File: src/rtl/control_unit.sv
// control_unit: single-cycle RV32I decoder with branch resolution and a reset-held enable.
package controls;
  typedef enum logic [1:0] {MEM_NONE = 2'b00, MEM_READ = 2'b01, MEM_WRITE = 2'b10} mem_op;
  typedef enum logic [2:0] {IMM_I = 3'b000, IMM_S = 3'b001, IMM_B = 3'b010, IMM_U = 3'b011, IMM_J = 3'b100} Imm_ex_op;
  typedef enum logic [3:0] {
    ADD = 4'b0000, SUB = 4'b0001, SLL = 4'b0010, SLT = 4'b0011, SLTU = 4'b0100,
    XOR = 4'b0101, SRL = 4'b0110, SRA = 4'b0111, OR = 4'b1000, AND = 4'b1001
  } alu_op;
endpackage

module control_unit
  import controls::*;
#(
  parameter int rom_bits = 16
) (
  input logic         clk,
  input logic         reset,
  control_unit_if.slave bus
);
  logic                en_q, en_d;
  logic [rom_bits-1:0] rom;
  logic [10:0]         cw;
  logic                is_r, cond;
  alu_op               fn_alu, alu;
  assign en_d = !reset;
  always_ff @(posedge clk) begin
    en_q <= en_d;
  end
  // word: [10:9] alu class, [8:6] imm, [5] branch, [4] result_src, [3:2] mem, [1] alu_src, [0] regwrite
  always_comb begin
    rom = '0;
    case (bus.opcode)
      7'b0110011: rom[10:0] = 11'b10_000_0_0_00_0_1;
      7'b0010011: rom[10:0] = 11'b10_000_0_0_00_1_1;
      7'b0000011: rom[10:0] = 11'b00_000_0_1_01_1_1;
      7'b0100011: rom[10:0] = 11'b00_001_0_0_10_1_0;
      7'b1100011: rom[10:0] = 11'b01_010_1_0_00_0_0;
      default:    rom = '0;
    endcase
  end
  assign cw = rom[10:0];
  if (rom_bits > 11) begin : g_pad
    logic unused_pad;
    assign unused_pad = ^rom[rom_bits-1:11];
  end
  assign is_r = bus.opcode == 7'b0110011;
  always_comb begin
    fn_alu = ADD;
    case (bus.funct3)
      3'b000:  fn_alu = (is_r && bus.funct7_5) ? SUB : ADD;
      3'b001:  fn_alu = SLL;
      3'b010:  fn_alu = SLT;
      3'b011:  fn_alu = SLTU;
      3'b100:  fn_alu = XOR;
      3'b101:  fn_alu = bus.funct7_5 ? SRA : SRL;
      3'b110:  fn_alu = OR;
      default: fn_alu = AND;
    endcase
  end
  assign alu  = cw[10] ? fn_alu : (cw[9] ? SUB : ADD);
  // funct3[0] inverts the sense; 010/011 never branch
  assign cond = bus.funct3[2] ? (bus.neg ^ bus.funct3[0])
                              : (!bus.funct3[1] && (bus.zero ^ bus.funct3[0]));
  assign bus.pc_src     = en_q && cw[5] && cond;
  assign bus.result_src = en_q && cw[4];
  assign bus.mem_rdwr   = en_q ? cw[3:2] : MEM_NONE;
  assign bus.alu_src    = en_q && cw[1];
  assign bus.regwrite   = en_q && cw[0];
  assign bus.imm_src    = en_q ? cw[8:6] : IMM_I;
  assign bus.alu_ctrl   = en_q ? alu : ADD;
endmodule

File: src/rtl/control_unit_if.sv
// control_unit_if: instruction fields and ALU flags in, datapath control signals out.
interface control_unit_if;
  logic [6:0] opcode;
  logic [2:0] funct3;
  logic       funct7_5;
  logic       zero;
  logic       neg;
  logic       pc_src;
  logic       result_src;
  logic [1:0] mem_rdwr;
  logic       alu_src;
  logic       regwrite;
  logic [2:0] imm_src;
  logic [3:0] alu_ctrl;
  modport master (
    output opcode, funct3, funct7_5, zero, neg,
    input  pc_src, result_src, mem_rdwr, alu_src, regwrite, imm_src, alu_ctrl
  );
  modport slave (
    input  opcode, funct3, funct7_5, zero, neg,
    output pc_src, result_src, mem_rdwr, alu_src, regwrite, imm_src, alu_ctrl
  );
endinterface

File: src/flat_wrapper.sv
// flat-port wrapper written by rule: the top's interface ports become plain ports
module control_unit_flat import controls::*;
#(
  parameter int rom_bits = 16
)
  (clk, reset, bus_opcode, bus_funct3, bus_funct7_5, bus_zero, bus_neg, bus_pc_src, bus_result_src, bus_mem_rdwr, bus_alu_src, bus_regwrite, bus_imm_src, bus_alu_ctrl);
  control_unit_if bus_i ();
  input logic clk;
  input logic reset;
  input wire logic [$bits(bus_i.opcode)-1:0] bus_opcode;
  input wire logic [$bits(bus_i.funct3)-1:0] bus_funct3;
  input wire logic [$bits(bus_i.funct7_5)-1:0] bus_funct7_5;
  input wire logic [$bits(bus_i.zero)-1:0] bus_zero;
  input wire logic [$bits(bus_i.neg)-1:0] bus_neg;
  output wire logic [$bits(bus_i.pc_src)-1:0] bus_pc_src;
  output wire logic [$bits(bus_i.result_src)-1:0] bus_result_src;
  output wire logic [$bits(bus_i.mem_rdwr)-1:0] bus_mem_rdwr;
  output wire logic [$bits(bus_i.alu_src)-1:0] bus_alu_src;
  output wire logic [$bits(bus_i.regwrite)-1:0] bus_regwrite;
  output wire logic [$bits(bus_i.imm_src)-1:0] bus_imm_src;
  output wire logic [$bits(bus_i.alu_ctrl)-1:0] bus_alu_ctrl;
  assign bus_i.opcode = bus_opcode;
  assign bus_i.funct3 = bus_funct3;
  assign bus_i.funct7_5 = bus_funct7_5;
  assign bus_i.zero = bus_zero;
  assign bus_i.neg = bus_neg;
  assign bus_pc_src = bus_i.pc_src;
  assign bus_result_src = bus_i.result_src;
  assign bus_mem_rdwr = bus_i.mem_rdwr;
  assign bus_alu_src = bus_i.alu_src;
  assign bus_regwrite = bus_i.regwrite;
  assign bus_imm_src = bus_i.imm_src;
  assign bus_alu_ctrl = bus_i.alu_ctrl;
  control_unit #(.rom_bits(rom_bits)) u_core (.clk(clk), .reset(reset), .bus(bus_i));
endmodule
File: config.mk
export PLATFORM = sky130hd
export DESIGN_NAME = control_unit_flat
export DESIGN_NICKNAME = d
export VERILOG_FILES = /design/src/rtl/control_unit.sv /design/src/rtl/control_unit_if.sv /design/src/flat_wrapper.sv
export SDC_FILE = /design/constraint.sdc
export NUM_CORES = 1
export LEC_CHECK = 0
export CAP_MARGIN = 30
export CELL_PAD_IN_SITES_DETAIL_PLACEMENT = 1
export CELL_PAD_IN_SITES_GLOBAL_PLACEMENT = 1
export CORE_MARGIN = 8
export CORE_UTILIZATION = 17
export CTS_BUF_LIST = sky130_fd_sc_hd__clkbuf_8
export CTS_CLUSTER_SIZE = 24
export DETAILED_ROUTE_END_ITERATION = 10
export PLACE_DENSITY_LB_ADDON = 0.08
export SLEW_MARGIN = 20
export SYNTH_ARGS = -nofsm -noshare
export SYNTH_HDL_FRONTEND = slang
export SYNTH_SLANG_ARGS = --single-unit
File: constraint.sdc
create_clock -name clk -period 1.9 [get_ports clk]
set_input_delay 0.57 -clock clk [delete_from_list [all_inputs] [get_ports clk]]
set_output_delay 0.57 -clock clk [all_outputs]
set_load 0.005 [all_outputs]
### After elaboration in Yosys (flattened, before gate mapping)

Cells that the tools add are included.
Widths: inputs -> output; s select.

* flip-flop bits (word level): 1
* bits in latches: 0
* output and inout port bits: 13
* RAM bits: 0
* word-level logic and storage cells: 34
* memories: 0
* bits in read-only memories: 0

* multiplexer cells: 10
* reductions and logical operators: 10
* equal/unequal tests: 11
* shifts and indexed selects: 0
* multipliers: 0
* $add $sub $neg: 0
* divide/modulo/power cells: 0
* bitwise gates (word level): 2
* magnitude comparators: 0

Operators by type and width (count)
* $pmux 11 s5: 1
* $pmux 4 s7: 1
* $eq 7x6->1 const B: 2
* $eq 3x3->1 const B: 3
* $mux 4: 2
* $eq 7x2->1 const B: 1
* $eq 7x5->1 const B: 1
* $eq 7x7->1 const B: 1
* $logic_and 1x1->1: 7
* $eq 3x2->1 const B: 2
* $mux 1: 4
* $eq 3x1->1 const B: 1
* $logic_not 3->1: 1
* $mux 3: 1
* $logic_not 1->1: 2
* $mux 2: 1
* $xor 1x1->1: 2

### Logic depth before layout (Yosys ltp)

Gate-level depths: netlist of run 1.

* depth after elaboration: 6
* mapped depth: 4

### Least setup slack after synthesis of run 1

Ideal clock, no wire load.

* kind: input-to-output
* start point: in bus_opcode[1]
* end point: out bus_mem_rdwr[0]
* path slack: -0.011 ns
* arrival time: 1.341 ns
* stages on the path: 4
* path buffers: 1
* cells stage by stage: and3_1 > nand2_1 > nor4_1 > buf_4

* word-level cells in the longest chain between the ends: 3
* elaborated cells on any way between the ends: 7
* classes of those cells: eq/ne: 5; mux: 2

RTL lines
* from (decl): RTL line flat_wrapper.sv:10 `input wire logic [$bits(bus_i.opcode)-1:0] bus_opcode;`
* $eq 7x7->1 (tied with other cells): RTL line control_unit.sv:32 `case (bus.opcode)`
* $pmux 11 s5 (*): RTL line control_unit.sv:32
* $mux 2 (*): RTL line control_unit.sv:66 `assign bus.mem_rdwr = en_q ? cw[3:2] : MEM_NONE;`
* to (decl): RTL line flat_wrapper.sv:17 `output wire logic [$bits(bus_i.mem_rdwr)-1:0] bus_mem_rdwr;`

Every way passes the cells marked *; elsewhere a longest branch is shown, timed or not.

### Worst setup path in the final report of run 1

* start point: in bus_opcode[4]
* end point: out bus_mem_rdwr[1]

Same word-level chain as after synthesis.

==> results of run 1 <==
-- area by class of cell --
class	count	area (um2)	area share, %
inverters	1	3.75	0.644
multi-input cells	31	297	50.9
repair buffers	36	243	41.6
flip-flops and latches	1	20.0	3.43
well taps	16	20.0	3.43
-- metal layers --
layer,vias up,wire length (um),global-route usage (%)
met4,0,0,0
li1,190,-,-
met1,163,405,6.28
met3,0,96,1.83
met5,-,0,0
met2,15,541,12.2
-- cells by family after synthesis --
logic type,Yosys count,synth area share [%]
xor+xnor,2,6.67
flops,1,7.62
buf+inv,7,20.0
other cells,1,1.43
simple gates,19,36.7
compound gates,8,23.8
mux,1,3.81
-- what timing repair did --
item                                    4_1_cts  5_1_grt
pin swaps                                    13        3
setup buffers                                 1        1
endpoints found under the setup margin       12        6
hold buffers                                  0        0
resized for setup                           113        9
-- critical path, cell delays in order --
cell and delay [ns]:
buf_8 0.10, and2b_2 0.22, buf_6 0.10, nor3b_4 0.16
buf_2 0.14
-- stage by stage --
stage	hold WS [ns]	instances	TNS (ns)	power, uW
floorplan	0.627	39	0	54.3
global placement	1.05	83	-9.45	98.2
detailed placement	1.06	83	-9.54	98.7
CTS	1.05	84	0	103
global route	1.08	85	-0.0429	118
finish	1.05	85	0	111
-- power groups by stage --
stage	clock, uW	combinational (uW)	sequential, uW
after floorplan	0	31.6	22.7
after global placement	0	75.5	22.7
after detailed placement	0	76.0	22.7
after CTS	0	80.6	22.8
after global routing	0	95.3	22.9
final	0	87.7	22.8
-- how the worst max path moves through the flow --
stage                        startpoint              end  slack (ns)  cells past startpoint
after global placement    bus_opcode[1]   bus_imm_src[0]       -0.84                      5
final                     bus_opcode[4]  bus_mem_rdwr[1]        0.04                      5
after CTS                 bus_opcode[4]  bus_mem_rdwr[1]       0.001                      5
after floorplan           bus_opcode[1]  bus_mem_rdwr[1]       0.008                      4
after detailed placement  bus_opcode[0]  bus_mem_rdwr[1]       -0.86                      5
after global routing      bus_opcode[1]  bus_mem_rdwr[1]       -0.02                      5
-- synth_stat cells --
| cell type | instances |
|---|---|
| o211ai_2 | 1 |
| nor3_1 | 2 |
| a22oi_1 | 1 |
| buf_4 | 5 |
| nor2b_1 | 1 |
| nor3b_1 | 1 |
| nand2_1 | 3 |
| and3_1 | 1 |
| mux2i_1 | 1 |
| a211oi_1 | 1 |
| inv_1 | 1 |
| xor2_1 | 2 |
| nand2b_1 | 1 |
| dfxtp_1 | 1 |
| nor2_1 | 6 |
| buf_6 | 1 |
| a211o_2 | 1 |
| nor4_1 | 1 |
| a21oi_1 | 3 |
| and2b_1 | 1 |
| nand3b_1 | 1 |
| conb_1 | 1 |
| nand3_1 | 1 |
| o211a_1 | 1 |
==> metrics.md, run 1 <==
| Metric | Value |
|---|---|
| Die Wd | 55.3 um |
| Hold depth | 2 |
| CP max FO | 3 |
| Sink of the worst hold path | u_core.en_q$_DFF_P_ |
| Post-layout net count | 86 |
| Post-layout worst setup margin | 0.0436 ns |
| Leak Pwr | 0.000283 uW |
| Cell variety after synth | 24 |
| Max reg flops | 1 |
| PortBufs | 26 |
| Fill count | 188 |
| CTS clock-pin slew for the worst setup and hold paths | 0 ns |
| Synth top area cells | buf_4, nor2_1, dfxtp_1 |
| Yosys warns | 0 |
| Starting Density | 17.9% |
| Largest registers | u_core.en_q (1) |
| Hold_sp | reset |
| Crit Path Class | in -> out |
| Core area | 1470 um2 |
| Initial antenna violation count | 0 |
| Unrepaired setup endpoints after global routing | yes |
| Grt ovf | 0 |
| Detailed-route DRC error count | 0 |
| Min-Delay Path Class | in -> reg |
| IO Pins | 28 |
| #FFs+latches synth | 1 |
| Max-cap viol count | 0 |
| Mapped Nets | 54 |
| Commonest non-fill, non-tap cell in the layout | buf_2 |
| GRT Util Overall | 6.10% |
| Final Util | 39.6% |
| Int Power | 70.3 uW |
| Post-Place Worst Slack | -0.860 ns |
| Yosys top cell by area | buf_4 |
| Die Y | 55.3 um |
| Worst Setup Start Kind | input port |
| Final instance area | 583 um2 |
| Switching share of power | 36.4% |
| # setup viols final | 0 |
| Per-cell routed wire length | 12.3 um |
| Reg power frac | 20.6% |
| Most frequent cells in the layout | buf_2, buf_4, nor2_1 |
| Endpoint class of the critical path | output pin |
| Antenna diodes | 0 |
| Largest net degree at the start of global routing | 8 |
| Placed cell area | 561 um2 |
| Count of pins over their slew limit | 0 |
| Vias in the first global route | 413 |
| Via count | 368 |
| Fraction of layout cells with a size suffix above 1 | 73.9% |
| Critical Path RT | 1.33 ns |
| Fmax | 539 MHz |
| Sequential fraction of the synthesis area | 7.62% |
| Tmin final | 1.86 ns |
| First-pass GRT wire length | 1730 um |
| DR vias/cell | 4.33 |
| Drt first-iter violations | 2 |
| Clock power frac | 0% |
| Hold Vio Cnt, Final | 0 |
| Drt pass-1 iters | 3 |
| Fin crit share | 97.7% |
| Status | finished, final reports clean |
| Routed WL | 1040 um |
| CP arrival | 1.29 ns |
| GPL Wtd Cong | 0.649 |
| Row count | 14 |
| Syn Area/Cell | 6.74 um2 |
| Most flop-heavy register | u_core.en_q |
| Area grow syn2layout | 122% |
| Post-Syn Area | 263 um2 |
| Proportion of netlist area held by the largest area contributor | 14.3% |
| Max VDD drop | 0.134 mV |
| Pwr dens | 190 nW/um2 |
| Routed Antenna Nets | 0 |
| Sw power | 40.3 uW |
| Gate Count Post-Synth | 39 |
| Die area | 3060 um2 |
| Combinational fraction of design power | 79.4% |
| Post-DP HPWL | 882 um |
(Power assumes the default switching activity.)
==> run 2: changes to the inputs <==
- CTS_CLUSTER_SIZE: 24 -> 8
==> results of run 2 <==
No change in the layout: final DEF, timing and power equal those of run 1.
==> run 3: changes to the inputs <==
- TNS_END_PERCENT: not set -> 30
==> run 3 against run 2 <==
  * Worst hold slack unchanged
  * Sequential power about the same
  * Via count up 0.82%
  * Flip-flop and latch count unchanged
  * First-iteration DRC count down 50%
  * Total power down 2.9%
  * Utilization down 0.94 points
==> metrics.md, run 3 (synthesis results as in run 1) <==
| Metric | Value |
|---|---|
| Most frequent cells in the layout | buf_2, buf_4, nor2_1 |
| Die Wd | 55.3 um |
| Vias in the first global route | 413 |
| Post-DP HPWL | 882 um |
| GRT Util Overall | 6.10% |
| Endpoint class of the critical path | output pin |
| CTS clock-pin slew for the worst setup and hold paths | 0 ns |
| Per-cell routed wire length | 12.3 um |
| Die Y | 55.3 um |
| Grt ovf | 0 |
| Crit-path cells | buf_2 > nor2_4 > buf_4 > nand3_4 > a21oi_2 > buf_2 |
| Largest registers | u_core.en_q (1) |
| Worst path max stage delay | 0.17 ns |
| Commonest non-fill, non-tap cell in the layout | buf_2 |
| # setup viols final | 0 |
| Fill count | 191 |
| Leak Pwr | 0.000277 uW |
| Detailed-route DRC error count | 0 |
| Drt pass-1 iters | 2 |
| Starting Density | 17.9% |
| Post-layout net count | 85 |
| Core area | 1470 um2 |
| Min-Delay Path Class | in -> reg |
| Drt first-iter violations | 1 |
| Sink of the worst hold path | u_core.en_q$_DFF_P_ |
| IO Pins | 28 |
| Tmin final | 1.86 ns |
| Most used cell, CP | buf_2 |
| Hold_sp | reset |
| Fmax | 538 MHz |
| Most flop-heavy register | u_core.en_q |
| Fraction of layout cells with a size suffix above 1 | 73.5% |
| CP max FO | 3 |
| Hold Vio Cnt, Final | 0 |
| Max VDD drop | 0.134 mV |
| Routed Antenna Nets | 0 |
| Largest net degree at the start of global routing | 8 |
| Initial antenna violation count | 0 |
| Die area | 3060 um2 |
| Worst Setup Start Kind | input port |
| First-pass GRT wire length | 1730 um |
| Via count | 371 |
| Antenna diodes | 0 |
| Fin crit share | 97.8% |
| Post-Layout Cell Count | 84 |
| Unrepaired setup endpoints after global routing | yes |
| Max reg flops | 1 |
| Crit Path Class | in -> out |
| CP arrival | 1.29 ns |
| DR vias/cell | 4.42 |
| Routed WL | 1030 um |
| Hold depth | 2 |
| GPL Wtd Cong | 0.649 |
| Slowest stage cell on the critical path | nor2_4 |
| Pwr dens | 188 nW/um2 |
| PortBufs | 26 |
| Count of pins over their slew limit | 0 |
| Placed instance count | 83 |
| Max-cap viol count | 0 |
| Hold-fix buffers, CTS | 0 |
| Row count | 14 |
| Critical Path RT | 1.33 ns |
| Status | finished, final reports clean |
| Final Util | 38.7% |
| Area grow syn2layout | 117% |
-- run 3: changes by cell type in the layout (fill, tap and decap cells not counted) --
cell      change
clkbuf_2      +1
buf_6         -1
buf_4         -1
-- run 3: layout make-up --
| type | count | area, um2 | area share [%] |
|---|---|---|---|
| Multi-Input combinational cell | 31 | 297 | 52.1 |
| Timing Repair Buffer | 35 | 229 | 40.2 |
| Sequential cell | 1 | 20.0 | 3.52 |
| Tap cell | 16 | 20.0 | 3.52 |
| Inverter | 1 | 3.75 | 0.659 |
-- run 3: worst max path at each step --
stage | startpoint | to | slack [ns] | cells past startpoint
2_1_floorplan | bus_opcode[1] | bus_mem_rdwr[1] | 0.008 | 4
3_3_place_gp | bus_opcode[1] | bus_imm_src[0] | -0.84 | 5
3_5_place_dp | bus_opcode[0] | bus_mem_rdwr[1] | -0.86 | 5
4_1_cts | bus_zero | bus_pc_src | -0.003 | 5
5_1_grt | bus_opcode[2] | bus_mem_rdwr[1] | -0.02 | 5
6_report | bus_opcode[2] | bus_alu_ctrl[2] | 0.04 | 6
-- run 3: power by group --
part           internal [uW]  switching, uW  leakage (uW)
clock network              0              0             0
logic                   45.0           39.5      0.000269
registers               22.6          0.239    0.00000844
total                   67.5           39.8      0.000277
-- run 3: critical path: cells and delay by family --
kind	cells	cell delay, ns
buf+inv	3	0.38
simple gates	2	0.23
compound gates	1	0.11
-- run 3: metrics by stage --
stage / total power, uW / cell area, um2 / hold WS (ns) / setup TNS (ns) / worst slack [ns]
after global routing: 115 / 569 / 1.08 / -0.0481 / -0.0233
after detailed placement: 98.7 / 561 / 1.06 / -9.54 / -0.860
final: 107 / 569 / 1.05 / 0 / 0.0413
after global placement: 98.2 / 561 / 1.05 / -9.45 / -0.844
after CTS: 104 / 559 / 1.05 / -0.00281 / -0.00281
after floorplan: 54.3 / 269 / 0.627 / 0 / 0.00791
-- run 3: repair_timing --
item,CTS,global route
setup endpoints to repair,12,6
buffers inserted,1,0
gates resized for setup,111,9
pin swaps,13,2
-- run 3: layer usage --
| layer | share of wire, % | track usage, % |
|---|---|---|
| met5 | 0 | 0 |
| met1 | 40 | 6.28 |
| met4 | 0 | 0 |
| met2 | 51 | 12.2 |
| met3 | 9.2 | 1.83 |
